### config.mk
export PLATFORM = sky130hd
export DESIGN_NAME = icache_sa_flat
export DESIGN_NICKNAME = d
export VERILOG_FILES = /design/src/rtl/icache_sa_if.sv /design/src/rtl/icache_sa.sv /design/src/flat_wrapper.sv
export SDC_FILE = /design/constraint.sdc
export NUM_CORES = 2
export LEC_CHECK = 0
export ABC_AREA = 0
export BUFFER_PORTS_ARGS = -buffer_cell sky130_fd_sc_hd__buf_4
export CAP_MARGIN = 20
export CORE_MARGIN = 4
export CORE_UTILIZATION = 40
export CTS_BUF_LIST = sky130_fd_sc_hd__clkbuf_8 sky130_fd_sc_hd__clkbuf_16
export DETAILED_ROUTE_END_ITERATION = 10
export MAX_ROUTING_LAYER = met4
export PLACE_DENSITY = 0.59
export SLEW_MARGIN = 5
export SYNTH_ARGS = -nofsm -noshare
export SYNTH_HDL_FRONTEND = slang
export SYNTH_SLANG_ARGS = --single-unit
### constraint.sdc
create_clock -name clk -period 14.21 [get_ports clk]
set_input_delay 2.1315 -clock clk [delete_from_list [all_inputs] [get_ports clk]]
set_output_delay 2.1315 -clock clk [all_outputs]
set_load 0.1 [all_outputs]
### src/rtl/icache_sa_if.sv
// rtl/icache_sa_if.sv - fetch and refill signal bundle for icache_sa
// The slave view belongs to the cache; the master view belongs to the fetch stage and memory side.
interface icache_sa_if #(
   parameter int LINE_WORDS = 4
);
   logic [31:0]              if_pc_i;
   logic                     if_req_i;
   logic                     flush_i;
   logic                     fence_i;
   logic [31:0]              inst_o;
   logic                     ready_o;
   logic                     hit_o;
   logic [31:0]              mem_addr_o;
   logic                     mem_valid_o;
   logic                     mem_ready_i;
   logic [32*LINE_WORDS-1:0] mem_data_i;

   modport slave (
      input  if_pc_i, if_req_i, flush_i, fence_i, mem_ready_i, mem_data_i,
      output inst_o, ready_o, hit_o, mem_addr_o, mem_valid_o
   );

   modport master (
      output if_pc_i, if_req_i, flush_i, fence_i, mem_ready_i, mem_data_i,
      input  inst_o, ready_o, hit_o, mem_addr_o, mem_valid_o
   );
endinterface

### src/rtl/icache_sa.sv
// rtl/icache_sa.sv - set-associative instruction cache with round-robin replacement
// One word per request; a miss issues a single line-wide refill that always completes.
module icache_sa #(
   parameter int WAYS       = 2,
   parameter int SETS       = 8,
   parameter int LINE_WORDS = 4
) (
   input logic        clk,
   input logic        rst_n,
   icache_sa_if.slave bus
);
   localparam int OFF_W  = $clog2(LINE_WORDS);
   localparam int IDX_W  = $clog2(SETS);
   localparam int TAG_W  = 30 - OFF_W - IDX_W;
   localparam int PTR_W  = (WAYS > 1) ? $clog2(WAYS) : 1;
   localparam int LINE_W = 32 * LINE_WORDS;

   typedef enum logic [1:0] {LOOKUP, REFILL, REFILL_KILLED} state_t;

   state_t            state_q, state_d;
   logic [WAYS-1:0]   valid_q [SETS];
   logic [PTR_W-1:0]  ptr_q   [SETS];
   logic [TAG_W-1:0]  tag_q   [WAYS][SETS];
   logic [LINE_W-1:0] line_q  [WAYS][SETS];

   logic              fence_pend_q, fence_pend_d;
   logic [TAG_W-1:0]  miss_tag_q;
   logic [IDX_W-1:0]  miss_idx_q;
   logic [OFF_W-1:0]  miss_off_q;
   logic [PTR_W-1:0]  victim_q, victim_d;
   logic              from_ptr_q, from_ptr_d;
   logic [31:0]       inst_q, inst_d, mem_addr_q, mem_addr_d;
   logic              ready_q, ready_d, mem_valid_q, mem_valid_d;
   logic              latch_miss, fill_en, inval_all;

   logic [OFF_W-1:0]  pc_off;
   logic [IDX_W-1:0]  pc_idx;
   logic [TAG_W-1:0]  pc_tag;
   logic              hit_any, inv_any;
   logic [PTR_W-1:0]  hit_way, inv_way;

   assign pc_off = bus.if_pc_i[OFF_W+1:2];
   assign pc_idx = bus.if_pc_i[OFF_W+IDX_W+1:OFF_W+2];
   assign pc_tag = bus.if_pc_i[31:OFF_W+IDX_W+2];

   function automatic logic [31:0] word_of(input logic [LINE_W-1:0] line,
                                           input logic [OFF_W-1:0]  off);
      return line[32*int'(off) +: 32];
   endfunction

   // Descending scan so the lowest-numbered matching / invalid way wins.
   always_comb begin
      hit_any = 1'b0;
      hit_way = '0;
      inv_any = 1'b0;
      inv_way = '0;
      for (int w = WAYS - 1; w >= 0; w--) begin
         if (valid_q[pc_idx][w] && (tag_q[w][pc_idx] == pc_tag)) begin
            hit_any = 1'b1;
            hit_way = PTR_W'(w);
         end
         if (!valid_q[pc_idx][w]) begin
            inv_any = 1'b1;
            inv_way = PTR_W'(w);
         end
      end
   end

   always_ff @(posedge clk or negedge rst_n) begin
      if (!rst_n) state_q <= LOOKUP;
      else        state_q <= state_d;
   end

   always_comb begin
      state_d      = state_q;
      inst_d       = '0;
      ready_d      = 1'b0;
      mem_valid_d  = 1'b0;
      mem_addr_d   = mem_addr_q;
      victim_d     = victim_q;
      from_ptr_d   = from_ptr_q;
      fence_pend_d = fence_pend_q;
      latch_miss   = 1'b0;
      fill_en      = 1'b0;
      inval_all    = 1'b0;
      case (state_q)
         LOOKUP: begin
            inval_all = bus.fence_i;
            if (!bus.flush_i && bus.if_req_i) begin
               if (hit_any && !bus.fence_i) begin
                  inst_d  = word_of(line_q[hit_way][pc_idx], pc_off);
                  ready_d = 1'b1;
               end else begin
                  // A fence this cycle empties the set, so way 0 is the invalid-first pick.
                  latch_miss  = 1'b1;
                  victim_d    = bus.fence_i ? '0 : (inv_any ? inv_way : ptr_q[pc_idx]);
                  from_ptr_d  = !bus.fence_i && !inv_any;
                  mem_valid_d = 1'b1;
                  mem_addr_d  = {bus.if_pc_i[31:OFF_W+2], {(OFF_W+2){1'b0}}};
                  state_d     = REFILL;
               end
            end
         end
         REFILL, REFILL_KILLED: begin
            if (bus.fence_i) fence_pend_d = 1'b1;
            if (bus.mem_ready_i) begin
               fill_en = 1'b1;
               state_d = LOOKUP;
               if (state_q == REFILL && !bus.flush_i) begin
                  inst_d  = word_of(bus.mem_data_i, miss_off_q);
                  ready_d = 1'b1;
               end
               if (fence_pend_q || bus.fence_i) begin
                  inval_all    = 1'b1;
                  fence_pend_d = 1'b0;
               end
            end else if (bus.flush_i) begin
               state_d = REFILL_KILLED;
            end
         end
         default: state_d = LOOKUP;
      endcase
   end

   always_ff @(posedge clk or negedge rst_n) begin
      if (!rst_n) begin
         inst_q       <= '0;
         ready_q      <= 1'b0;
         mem_valid_q  <= 1'b0;
         mem_addr_q   <= '0;
         fence_pend_q <= 1'b0;
         victim_q     <= '0;
         from_ptr_q   <= 1'b0;
         miss_tag_q   <= '0;
         miss_idx_q   <= '0;
         miss_off_q   <= '0;
      end else begin
         inst_q       <= inst_d;
         ready_q      <= ready_d;
         mem_valid_q  <= mem_valid_d;
         mem_addr_q   <= mem_addr_d;
         fence_pend_q <= fence_pend_d;
         victim_q     <= victim_d;
         from_ptr_q   <= from_ptr_d;
         if (latch_miss) begin
            miss_tag_q <= pc_tag;
            miss_idx_q <= pc_idx;
            miss_off_q <= pc_off;
         end
      end
   end

   // Invalidation wins over a same-edge fill so a fenced refill leaves nothing valid.
   always_ff @(posedge clk or negedge rst_n) begin
      if (!rst_n) begin
         for (int s = 0; s < SETS; s++) begin
            valid_q[s] <= '0;
            ptr_q[s]   <= '0;
         end
      end else if (inval_all) begin
         for (int s = 0; s < SETS; s++) begin
            valid_q[s] <= '0;
            ptr_q[s]   <= '0;
         end
      end else if (fill_en) begin
         valid_q[miss_idx_q][victim_q] <= 1'b1;
         if (from_ptr_q)
            ptr_q[miss_idx_q] <= (ptr_q[miss_idx_q] == PTR_W'(WAYS - 1)) ? '0
                                 : ptr_q[miss_idx_q] + 1'b1;
      end
   end

   always_ff @(posedge clk) begin
      if (fill_en) begin
         tag_q[victim_q][miss_idx_q]  <= miss_tag_q;
         line_q[victim_q][miss_idx_q] <= bus.mem_data_i;
      end
   end

   assign bus.inst_o      = inst_q;
   assign bus.ready_o     = ready_q;
   assign bus.hit_o       = hit_any;
   assign bus.mem_addr_o  = mem_addr_q;
   assign bus.mem_valid_o = mem_valid_q;
endmodule

### src/flat_wrapper.sv
// flat-port wrapper written by rule: the top's interface ports become plain ports
module icache_sa_flat 
#(
   parameter int WAYS       = 2,
   parameter int SETS       = 8,
   parameter int LINE_WORDS = 4
)
  (clk, rst_n, bus_if_pc_i, bus_if_req_i, bus_flush_i, bus_fence_i, bus_mem_ready_i, bus_mem_data_i, bus_inst_o, bus_ready_o, bus_hit_o, bus_mem_addr_o, bus_mem_valid_o);
  icache_sa_if #(.LINE_WORDS(LINE_WORDS)) bus_i ();
  input logic clk;
  input logic rst_n;
  input wire logic [$bits(bus_i.if_pc_i)-1:0] bus_if_pc_i;
  input wire logic [$bits(bus_i.if_req_i)-1:0] bus_if_req_i;
  input wire logic [$bits(bus_i.flush_i)-1:0] bus_flush_i;
  input wire logic [$bits(bus_i.fence_i)-1:0] bus_fence_i;
  input wire logic [$bits(bus_i.mem_ready_i)-1:0] bus_mem_ready_i;
  input wire logic [$bits(bus_i.mem_data_i)-1:0] bus_mem_data_i;
  output wire logic [$bits(bus_i.inst_o)-1:0] bus_inst_o;
  output wire logic [$bits(bus_i.ready_o)-1:0] bus_ready_o;
  output wire logic [$bits(bus_i.hit_o)-1:0] bus_hit_o;
  output wire logic [$bits(bus_i.mem_addr_o)-1:0] bus_mem_addr_o;
  output wire logic [$bits(bus_i.mem_valid_o)-1:0] bus_mem_valid_o;
  assign bus_i.if_pc_i = bus_if_pc_i;
  assign bus_i.if_req_i = bus_if_req_i;
  assign bus_i.flush_i = bus_flush_i;
  assign bus_i.fence_i = bus_fence_i;
  assign bus_i.mem_ready_i = bus_mem_ready_i;
  assign bus_i.mem_data_i = bus_mem_data_i;
  assign bus_inst_o = bus_i.inst_o;
  assign bus_ready_o = bus_i.ready_o;
  assign bus_hit_o = bus_i.hit_o;
  assign bus_mem_addr_o = bus_i.mem_addr_o;
  assign bus_mem_valid_o = bus_i.mem_valid_o;
  icache_sa #(.WAYS(WAYS), .SETS(SETS), .LINE_WORDS(LINE_WORDS)) u_core (.clk(clk), .rst_n(rst_n), .bus(bus_i));
endmodule
==> impl_metrics.toml <==
[detailed_routing]
first_pass_iters = 5
drt_iter0_markers = 5447
ant_nets = 0
via_count = 48700
vias_per_cell = 5.81
wl_per_cell_um = 31.0
drc = 0
drt_wl_total_um = 260000

[power_and_ir_drop]
leakage_uw = 0.0363
peakVddDrop_uv = 125
p_per_area_mw_per_mm2 = 156

[cells_and_area]
fin_util_pct = 45.9
fillCellCount = 20500
fin_nets = 5108
fin_area_mm2 = 0.113
drive_gt1_share_pct = 26.4
final_common_cell = "edfxtp_1"
area_delta_synth_final_pct = 14.2
layout_common_cells = "edfxtp_1 (2448), mux4_2 (609), buf_4 (319), clkbuf_16 (282), nand2_1 (245)"

[sta]
fin_tns_setup_ns = 0
max_slew_margin_pct = 23.2
worst_pin_slew_ns = 1.15
slew_viol_final = 0
setup_violations = 0
final.min_clock_period_ns = 8.90
finalClockSkew_ns = 0.0783
rsz0062_at_grt = "false"
layout_setup_ws_ns = 5.31
fin_crit_sh_pct = 62.7
max_freq_ghz = 0.112
hold_viol_final = 0

[critical_path]
critPathMaxFanout = 83
required_ns = 14.92
critPathArrivalTime_ns = 9.61
startpoint_type = "primary input"
end_kind = "register"
critical_path_class = "in -> reg"

[clock_tree]
hold_buffers = 0
cts_setup_buffers = 0
root_buffer = "clkbuf_16"
cts_buffers = 276
cts.sink_count = 2569
cts_buffer_depth = 4
cts_tree = "built"
worst_skew_pair.late_latency_ns = 0.91
cts_htree_levels = 5
cts.reportedPaths.clkPinSlew_ns = 0.06
ctsResizeCount = 0

[floorplan]
fp-row-count = 182
die_h_um = 505
die_w_um = 505
die_area_mm2 = 0.255
initial_core_util_pct = 40.2
io_pins = 233
coreArea_mm2 = 0.246

[global_routing]
grt-busiest-layer = "met2"
met1_usage_pct = 27.8
grtUsageTotal_pct = 20.7
met2_usage_pct = 33.1
grt_pass1_vias = 49200
use_met3_pct = 3.84
grt_remaining_overflow = 0
grt_pass1_wl_um = 369000
grt_max_degree = 108
antenna_found_initial = 42

[synthesis]
syn-cell-area_mm2 = 0.0988
synth_fa_ha_area_share_pct = 0.0380
synth_cell_types = 67
synthSimpleGateAreaFrac_pct = 2.67
syn_inst = 4572
synth_xor_area_share_pct = 0.337
async_reset_ff_share_pct = 4.71
ys_seq_area_share_pct = 77.4
synth-compound-area-share_pct = 2.22
post-synth-top-area-cell = "edfxtp_1"
synth.top_cells.by_area = "edfxtp_1 (74%), mux4_2 (14%), dfrtp_1 (3.1%)"
synth_top_area_share_pct = 74.4
synth_top_family_by_area = "multiplexers"
synthFlopType = "edfxtp_1"
ys_warn_count = 0
synth_edf_count = 2448
synth.avg_cell_area_um2 = 21.6
synth_mux_area_share_pct = 16.0
ys_ff_latch = 2569

[place]
placed_cell_area_mm2 = 0.104
place.gp.congestion = 0.814
place_ws_ns = 4.42
portBuffers = 226
dpl.hpwl_um = 141000

[hold_path]
hold_path.class = "reg -> reg"

[outcome]
status = "finished, final reports clean"

[run]
cap_violations = 0
[worst max-delay path, cell delays in order]
cell	delay, ns
buf_8	0.42
buf_4	0.67
buf_4	0.83
mux2i_1	0.42
xnor2_1	0.17
nor4_1	0.25
nand4_1	0.17
nor4_2	0.40
nor2b_4	0.87
buf_12	0.56
buf_4	0.67
mux4_2	0.58
a22oi_1	0.23
nand3_1	0.12
nand4_1	0.39
o311ai_1	0.24
[layout make-up]
cell class | count | area [um2] | area share, %
antenna | 32 | 80.1 | 0.0709
clock buffer | 291 | 7180 | 6.36
clock inverter | 172 | 1120 | 0.991
inverter | 15 | 56.3 | 0.0499
multi-input combinational | 1743 | 21200 | 18.8
sequential | 2569 | 76500 | 67.8
tap | 3220 | 4030 | 3.57
timing repair buffer | 334 | 2670 | 2.36
[through the flow]
| stage | instances | hold slack [ns] | power, uW |
|---|---|---|---|
| 6_report | 8376 | 0.473 | 17600 |
| 5_1_grt | 8370 | 0.503 | 18200 |
| 4_1_cts | 8344 | 0.480 | 17700 |
| 3_5_place_dp | 7881 | 0.465 | 11000 |
| 3_3_place_gp | 7881 | 0.465 | 11000 |
| 2_1_floorplan | 4575 | 0.449 | 10400 |
[per-layer routing]
metal / part of all wire [%] / up-vias
met4: 2.4 / 0
li1: - / 19900
met2: 49 / 1928
met3: 7.3 / 423
met5: 0 / -
met1: 41 / 26500
[synth_stat cells (4+ instances only)]
cell	number
edfxtp_1	2448
mux4_2	609
nand2_1	246
mux2i_1	195
nor2_1	173
clkbuf_1	135
a22oi_1	129
dfrtp_1	121
buf_4	44
nor3_1	43
nand4_1	35
o22ai_1	34
buf_2	33
o22a_1	31
o311ai_1	31
xnor2_1	29
buf_1	22
a21oi_1	18
nor4_1	15
inv_1	14
nand3_1	13
nor2b_1	13
o21ai_0	13
nand2b_1	10
buf_6	9
mux2_2	9
xor2_1	9
nand3b_1	6
a21boi_0	5
and3b_1	5
a22o_1	4
and2_1	4
buf_8	4
or3_1	4
or4_1	4
[where the power goes]
group,switching (uW),internal (uW)
logic,1170,514
clock network,2810,3870
registers,320,8880
[flip-flops by register name, summed over array words and instances (netlist names)]
name and flops:
u_core.bus.mem_valid_o 1, u_core.fence_pend_q 1, u_core.miss_tag_q 25, u_core.tag_q 400, u_core.bus.inst_o 32, u_core.victim_q 1, u_core.bus.ready_o 1, u_core.miss_off_q 2
u_core.line_q 2048, u_core.valid_q 16, u_core.state_q 2, u_core.bus.mem_addr_o 28, u_core.miss_idx_q 3, u_core.from_ptr_q 1, u_core.ptr_q 8
[cell families after synthesis]
group | count (synthesis)
flops | 2569
mux | 813
simple gates | 591
compound gates | 294
buf+inv | 263
xor+xnor | 38
fa+ha+maj | 3
other cells | 1
[final timing paths]
| kind | from | cells after the start | slack [ns] | end |
|---|---|---|---|---|
| min in group asynchronous | rst_n | 1 | 1.14 | u_core.bus.inst_o[23] |
| hold / removal | u_core.bus.mem_addr_o[29] | 2 | 0.47 | u_core.bus.mem_addr_o[29] |
| setup reg to reg | u_core.tag_q[1][164] | 14 | 7.85 | u_core.bus.inst_o[26] |
| max in group asynchronous | rst_n | 3 | 11.10 | u_core.bus.mem_addr_o[20] |
| hold reg to reg | u_core.bus.mem_addr_o[29] | 2 | 0.47 | u_core.bus.mem_addr_o[29] |
| setup / recovery | bus_if_pc_i[4] | 16 | 5.31 | u_core.bus.inst_o[26] |
Power figures use the tool's default switching activity.
